$ cat src/rtl/alu_serial_ctrl.sv
// Bit-serial sequencer that drives a 1-bit ALU slice for WIDTH cycles, LSB first,
// keeping the ADD carry chain locally and assembling the WIDTH-bit result.
module alu_serial_ctrl #(
   parameter int WIDTH = 8
) (
   input  logic             clk,
   input  logic             rst,
   input  logic             start,
   input  logic [WIDTH-1:0] a,
   input  logic [WIDTH-1:0] b,
   input  logic [1:0]       op,
   output logic             alu_a,
   output logic             alu_b,
   output logic [1:0]       alu_op,
   input  logic [2:0]       alu_y,
   output logic             busy,
   output logic             done,
   output logic [WIDTH-1:0] result,
   output logic             cout
);

   localparam int               CNT_W  = $clog2(WIDTH);
   localparam logic [CNT_W-1:0] LAST   = CNT_W'(WIDTH - 1);
   localparam logic [1:0]       OP_ADD = 2'b11;

   typedef enum logic [1:0] {S_IDLE, S_RUN, S_DONE} state_t;

   state_t           r_state;
   state_t           w_state_nxt;
   logic [WIDTH-1:0] r_sa;
   logic [WIDTH-1:0] r_sb;
   logic [1:0]       r_sop;
   logic             r_carry;
   logic [CNT_W-1:0] r_cnt;
   logic [WIDTH-1:0] r_acc;
   logic [WIDTH-1:0] r_result;
   logic             r_cout;

   logic             w_is_add;
   logic             w_rbit;
   logic             w_carry_nxt;
   logic [WIDTH-1:0] w_acc_nxt;
   logic             w_last;
   logic             w_unused_y2;

   // The slice has no carry-in, so the carry is folded in here from its a^b / a&b outputs.
   assign w_is_add    = (r_sop == OP_ADD);
   assign w_rbit      = w_is_add ? (alu_y[0] ^ r_carry) : alu_y[0];
   assign w_carry_nxt = alu_y[1] | (alu_y[0] & r_carry);
   assign w_acc_nxt   = {w_rbit, r_acc[WIDTH-1:1]};
   assign w_last      = (r_cnt == LAST);
   assign w_unused_y2 = alu_y[2];

   assign result = r_result;
   assign cout   = r_cout;

   always_ff @(posedge clk) begin
      if (rst) begin
         r_state <= S_IDLE;
      end else begin
         r_state <= w_state_nxt;
      end
   end

   always_comb begin
      w_state_nxt = r_state;
      busy        = 1'b0;
      done        = 1'b0;
      alu_a       = 1'b0;
      alu_b       = 1'b0;
      alu_op      = 2'b00;
      case (r_state)
         S_IDLE: begin
            if (start) w_state_nxt = S_RUN;
         end
         S_RUN: begin
            busy   = 1'b1;
            alu_a  = r_sa[0];
            alu_b  = r_sb[0];
            alu_op = r_sop;
            if (w_last) w_state_nxt = S_DONE;
         end
         S_DONE: begin
            busy        = 1'b1;
            done        = 1'b1;
            w_state_nxt = S_IDLE;
         end
         default: w_state_nxt = S_IDLE;
      endcase
   end

   always_ff @(posedge clk) begin
      if (rst) begin
         r_sa     <= '0;
         r_sb     <= '0;
         r_sop    <= 2'b00;
         r_carry  <= 1'b0;
         r_cnt    <= '0;
         r_acc    <= '0;
         r_result <= '0;
         r_cout   <= 1'b0;
      end else begin
         case (r_state)
            S_IDLE: begin
               if (start) begin
                  r_sa    <= a;
                  r_sb    <= b;
                  r_sop   <= op;
                  r_carry <= 1'b0;
                  r_cnt   <= '0;
               end
            end
            S_RUN: begin
               r_sa    <= {1'b0, r_sa[WIDTH-1:1]};
               r_sb    <= {1'b0, r_sb[WIDTH-1:1]};
               r_acc   <= w_acc_nxt;
               r_cnt   <= r_cnt + CNT_W'(1);
               r_carry <= w_is_add & w_carry_nxt;
               if (w_last) begin
                  r_result <= w_acc_nxt;
                  r_cout   <= w_is_add & w_carry_nxt;
               end
            end
            default: ;
         endcase
      end
   end

endmodule

$ cat config.mk
export PLATFORM = sky130hd
export DESIGN_NAME = alu_serial_ctrl
export DESIGN_NICKNAME = d
export VERILOG_FILES = /design/src/rtl/alu_serial_ctrl.sv
export SDC_FILE = /design/constraint.sdc
export NUM_CORES = 1
export LEC_CHECK = 0
export ABC_CLOCK_PERIOD_IN_PS = 2300
export CAP_MARGIN = 20
export CORE_UTILIZATION = 50
export DETAILED_ROUTE_END_ITERATION = 6
export MAX_ROUTING_LAYER = met4
export PLACE_DENSITY = 0.84
export SYNTH_ARGS = -nofsm -noshare
export SYNTH_HDL_FRONTEND = slang
export SYNTH_SLANG_ARGS = --single-unit
$ cat constraint.sdc
create_clock -name clk -period 2.3 [get_ports clk]
set_clock_uncertainty 0.1 [all_clocks]
set_input_delay 0.345 -clock clk [delete_from_list [all_inputs] [get_ports clk]]
set_output_delay 0.345 -clock clk [all_outputs]
set_load 0.02 [all_outputs]
==> results of run 1 <==
-- path summary, 6_finish.rpt --
path	startpoint	end	slack, ns	cells after the start
max	r_state[1]$_SDFFE_PP0P_	alu_op[1]	0.13	4
min	result[5]$_SDFFE_PP0P_	result[5]$_SDFFE_PP0P_	0.36	2
max reg2reg	r_state[1]$_SDFFE_PP0P_	r_sa[5]$_SDFFE_PP0P_	0.41	6
min reg2reg	result[5]$_SDFFE_PP0P_	result[5]$_SDFFE_PP0P_	0.36	2
-- cell usage in the layout, fill, tap and decap left out, drive strengths merged --
master	n
a32oi	2
xor2	1
inv	3
and2	5
o211ai	1
nand3	2
o21ai	4
mux2	3
o21bai	1
ha	6
nand2	25
clkdlybuf4s50	37
dfxtp	40
nand2b	1
a21oi	16
nor2	25
a311oi	1
clkbuf	7
o211a	1
buf	5
nor2b	3
and3b	2
clkinvlp	1
mux2i	21
a211oi	18
-- state kept, by name (all words and copies together) (netlist names) --
signal / flops
r_cnt: 3
cout: 1
r_sb: 8
r_state: 2
r_sa: 8
r_sop: 2
r_carry: 1
result: 8
r_acc: 7
-- routing by layer --
layer / part of all wire / GRT usage
met5: 0 / -
met4: 0.014 / 0.0785
met3: 0.043 / 0.0543
met2: 0.48 / 0.306
met1: 0.47 / 0.225
-- tightest hold or removal path: cells and delay by family, from the launching register on --
family,cells,cell delay [ns]
AOI/OAI and AO/OA,1,0.05
DFF,1,0.31
and+or+nand+nor,1,0.05
-- layout make-up --
cell class / count / area, um^2
Multi-Input combinational cell: 138 / 962
Fill cell: 279 / 1110
Tap cell: 46 / 57.6
Timing Repair Buffer: 42 / 408
Clock inverter: 1 / 7.51
Inverter: 3 / 11.3
Sequential cell: 40 / 801
Clock buffer: 7 / 86.3
-- metrics by stage --
step	hold slack [ns]	util	power [mW]
floorplan	0.331	-	0.975
global placement	0.346	0.651	1.03
detailed placement	0.351	0.651	1.04
CTS	0.361	0.678	1.52
global route	0.383	0.678	1.59
finish	0.360	0.678	1.51
-- logic make-up (layout without fill, tap and decap cells) --
family                     Yosys count  in the layout  synth area share
AOI/OAI and AO/OA                   44             44             0.191
xor gates and xnor gates             1              1           0.00470
adders and majority gates            6              6            0.0403
buffers and inverters               16             53            0.0557
DFF                                 40             40             0.430
muxes                               24             24             0.133
and+or+nand+nor                     63             63             0.146
-- power groups by stage --
stage	Sequential [mW]	Combinational, mW	Clock [mW]
2_1_floorplan	0.766	0.209	0
3_3_place_gp	0.771	0.264	0
3_5_place_dp	0.772	0.270	0
4_1_cts	0.756	0.271	0.493
5_1_grt	0.763	0.296	0.535
6_report	0.756	0.269	0.488
==> impl_metrics.json, run 1 <==
{
  "cts_setup_buffers": 0,
  "clk_latency_ns": 0.29,
  "setup_viol": 0,
  "vias_per_cell": 5.27,
  "grtUsageTotal": 0.192,
  "place_hpwl_mm": 2.36,
  "io_pins": 39,
  "seqPwrFrac": 0.500,
  "critPathRequiredTime_ns": 1.86,
  "ir_worst_vdd_v": 0.000395,
  "cts_tree": "yes",
  "synthTopCellsByCount": "dfxtp_1 (40), nand2_1 (25), nor2_1 (25), mux2i_1 (21), a21oi_1 (16)",
  "antenna_left": 0,
  "synthesis.nets": 224,
  "gp_congestion": 0.740,
  "ys_seq_area_frac": 0.430,
  "slowest_delay_ns": 0.60,
  "synth_area_leaders": "dfxtp_1 (43%), mux2i_1 (11%), a211oi_2 (9.4%), nand2_1 (5.0%), nor2_1 (5.0%)",
  "nNetsFinal": 260,
  "pre_cts_ws_ns": 0.398,
  "die_w_um": 63.1,
  "yosys.area.top_type": "dfxtp_1",
  "vias": 1459,
  "crit_slowest_cell": "clkdlybuf4s50_1",
  "critPathTopFamily": "buffers and inverters",
  "route.detailed.drc": 0,
  "yosysWarnings": 0,
  "grt_max_degree": 29,
  "path_class": "register to output port",
  "wirelength_mm": 3.46,
  "slew_violations": 0,
  "synth_edf_count": 0,
  "antenna_found_initial": 0,
  "drive_gt1_frac": 0.130,
  "postSynthCellCount": 194,
  "cellPowerDensity_nw_per_um2": 648,
  "cp_max_fo": 7,
  "cap_violations": 0,
  "htreeDepth": 2,
  "critical_path_buf_inv_count": 2,
  "drtIter0Drc": 53,
  "grt_pass1_vias": 1298,
  "cts_buffers": 5,
  "placed_cells": 269,
  "synth_cell_types": 29,
  "path_cells": "inv_1 -> ha_2 -> and2_1 -> clkdlybuf4s50_1",
  "rsz0062_at_grt": "false",
  "antenna_cells": 0,
  "comb_power_share": 0.178,
  "io_buffers": 37,
  "critPathLaunchType": "register",
  "cts.sinks": 40,
  "synth-seq-cells": 40,
  "p_int_mw": 1.11,
  "synth.top_cell.area_share": 0.430,
  "async_flop_share": 0,
  "dr.pass1.iters": 4,
  "fin_ws_ns": 0.130,
  "hold_viol": 0,
  "yosysMostFrequentCell": "dfxtp_1",
  "tns_ns": 0,
  "cts_resized": 0,
  "die-area_um2": 3980,
  "p_leak_nw": 0.869,
  "fmax_ghz": 0.461,
  "endpoint_kind": "output port",
  "synth-main-ff-cell": "dfxtp_1",
  "clock_power_share": 0.323,
  "netlist_area_um2": 1860,
  "hold_class": "register to register",
  "tightestPinTransition_ns": 0.349,
  "clockBufferDepth": 2,
  "die_y_um": 63.1,
  "core_um2": 3440,
  "initial_core_util": 0.542,
  "overflow": 0,
  "area_delta_synth_final_pct": 25.2,
  "run_status": "finished, final reports clean",
  "p_sw_uw": 407,
  "hold_buffers": 0,
  "path_clk_slew_ns": 0.08,
  "dpl_cell_area_um2": 2240,
  "rows": 21,
  "swShare": 0.269,
  "min_period_over_period": 0.943,
  "layout.cells.non_filler": 277,
  "cp.arrival_ns": 1.72,
  "clock-root-buffer": "clkbuf_8",
  "grt_first_pass_wirelength_mm": 5.82,
  "postSynthAreaPerCell_um2": 9.61,
  "final_cell_area_um2": 2330,
  "finalCriticalPeriod_ns": 2.17,
  "relSlewSlack": 0.767,
  "wl_per_cell_um": 12.5
}
No activity file was read; power rests on OpenSTA's default activity.
==> inputs of run 2 (changes only) <==
Settings changed: ABC_AREA set to 0, CORE_MARGIN set to 10.
==> run 2 against run 1 <==
Global-route usage is 6.2 points lower; critical path depth is the same; utilization decreased by 3.5 points; via count shrank 0.34%; first-iteration DRC count is 3.8% higher.
==> impl_metrics.json, run 2 (synthesis results as in run 1) <==
{
  "tns_ns": 0,
  "cts_tree": "yes",
  "p_leak_nw": 0.877,
  "vias_per_cell": 5.19,
  "die_w_um": 81.1,
  "layout.cells.non_filler": 280,
  "grt_max_degree": 31,
  "cts_setup_buffers": 0,
  "cts_buffers": 5,
  "mostFrequentLayoutCell": "dfxtp_1",
  "layout_common_cells": "dfxtp_1 (40), clkdlybuf4s50_1 (37), nor2_1 (25), nand2_1 (25), mux2i_1 (21)",
  "drtIter0Drc": 55,
  "grt_first_pass_wirelength_mm": 6.67,
  "vias": 1454,
  "fillCellCount": 309,
  "tightestPinTransition_ns": 0.394,
  "fmax_ghz": 0.468,
  "cellPowerDensity_nw_per_um2": 637,
  "place_hpwl_mm": 2.84,
  "rows": 22,
  "critPathRequiredTime_ns": 1.86,
  "endpoint_kind": "output port",
  "wl_per_cell_um": 13.6,
  "min_period_over_period": 0.930,
  "dr.pass1.iters": 4,
  "critPathLaunchType": "register",
  "grtUsageTotal": 0.130,
  "route.detailed.drc": 0,
  "setup_viol": 0,
  "finalCriticalPeriod_ns": 2.14,
  "die_y_um": 81.1,
  "antenna_left": 0,
  "io_pins": 39,
  "overflow": 0,
  "clock-root-buffer": "clkbuf_8",
  "ir_worst_vdd_v": 0.000397,
  "antenna_cells": 0,
  "drive_gt1_frac": 0.138,
  "gp_congestion": 0.700,
  "io_buffers": 37,
  "core_um2": 3630,
  "cts.sinks": 40,
  "relSlewSlack": 0.738,
  "cts_resized": 0,
  "antenna_found_initial": 0,
  "die-area_um2": 6570,
  "area_delta_synth_final_pct": 25.4,
  "cp_max_fo": 6,
  "final_util": 0.643,
  "hold_viol": 0,
  "initial_core_util": 0.513,
  "htreeDepth": 2,
  "dpl_cell_area_um2": 2250,
  "wirelength_mm": 3.80,
  "cap_violations": 0,
  "hold_buffers": 0,
  "final_cell_area_um2": 2340,
  "hold_class": "register to register",
  "run_status": "finished, final reports clean",
  "grt_pass1_vias": 1482,
  "path_class": "register to output port",
  "path_clk_slew_ns": 0.08,
  "cp.arrival_ns": 1.69,
  "placed_cells": 272,
  "clk_latency_ns": 0.30,
  "clockBufferDepth": 2,
  "nNetsFinal": 261,
  "slew_violations": 0,
  "rsz0062_at_grt": "false"
}
run 2: layout make-up:
| type | instances | area (um^2) | area share |
|---|---|---|---|
| Clock inverter | 3 | 18.8 | 0.00803 |
| Sequential cell | 40 | 801 | 0.343 |
| Tap cell | 48 | 60.1 | 0.0257 |
| Inverter | 3 | 11.3 | 0.00482 |
| Timing Repair Buffer | 43 | 415 | 0.178 |
| Multi-Input combinational cell | 138 | 962 | 0.412 |
| Clock buffer | 5 | 68.8 | 0.0294 |
run 2: metrics by stage:
stage	setup WS (ns)	hold WS (ns)	power [mW]
finish	0.162	0.359	1.49
global route	0.0496	0.374	1.57
CTS	0.133	0.358	1.50
detailed placement	0.401	0.350	1.04
global placement	0.431	0.346	1.04
floorplan	0.676	0.331	0.975
run 2: per-layer routing:
metal  track usage  wire length, um  part of all wire
met5             -                0                 0
met4        0.0363               22            0.0058
met3        0.0519              232             0.061
met2         0.214             1860              0.49
met1         0.143             1690              0.44
run 2: power by group:
part	total (mW)	internal, mW	switching [mW]
Sequential	0.756	0.732	0.0240
Combinational	0.269	0.131	0.138
Clock	0.464	0.211	0.253
run 2: critical path, stage by stage, from the launching register on:
cell and delay [ns]:
dfxtp_1 0.31, inv_1 0.10, ha_2 0.25, and2_1 0.15, clkdlybuf4s50_1 0.60
run 2: worst paths after layout:
check | startpoint | endpoint | slack, ns | cells after the start
worst min register to register | result[4]$_SDFFE_PP0P_ | result[4]$_SDFFE_PP0P_ | 0.36 | 2
worst min-delay path | result[4]$_SDFFE_PP0P_ | result[4]$_SDFFE_PP0P_ | 0.36 | 2
worst max-delay path | r_state[1]$_SDFFE_PP0P_ | alu_b | 0.16 | 4
worst max register to register | r_state[1]$_SDFFE_PP0P_ | result[7]$_SDFFE_PP0P_ | 0.42 | 6
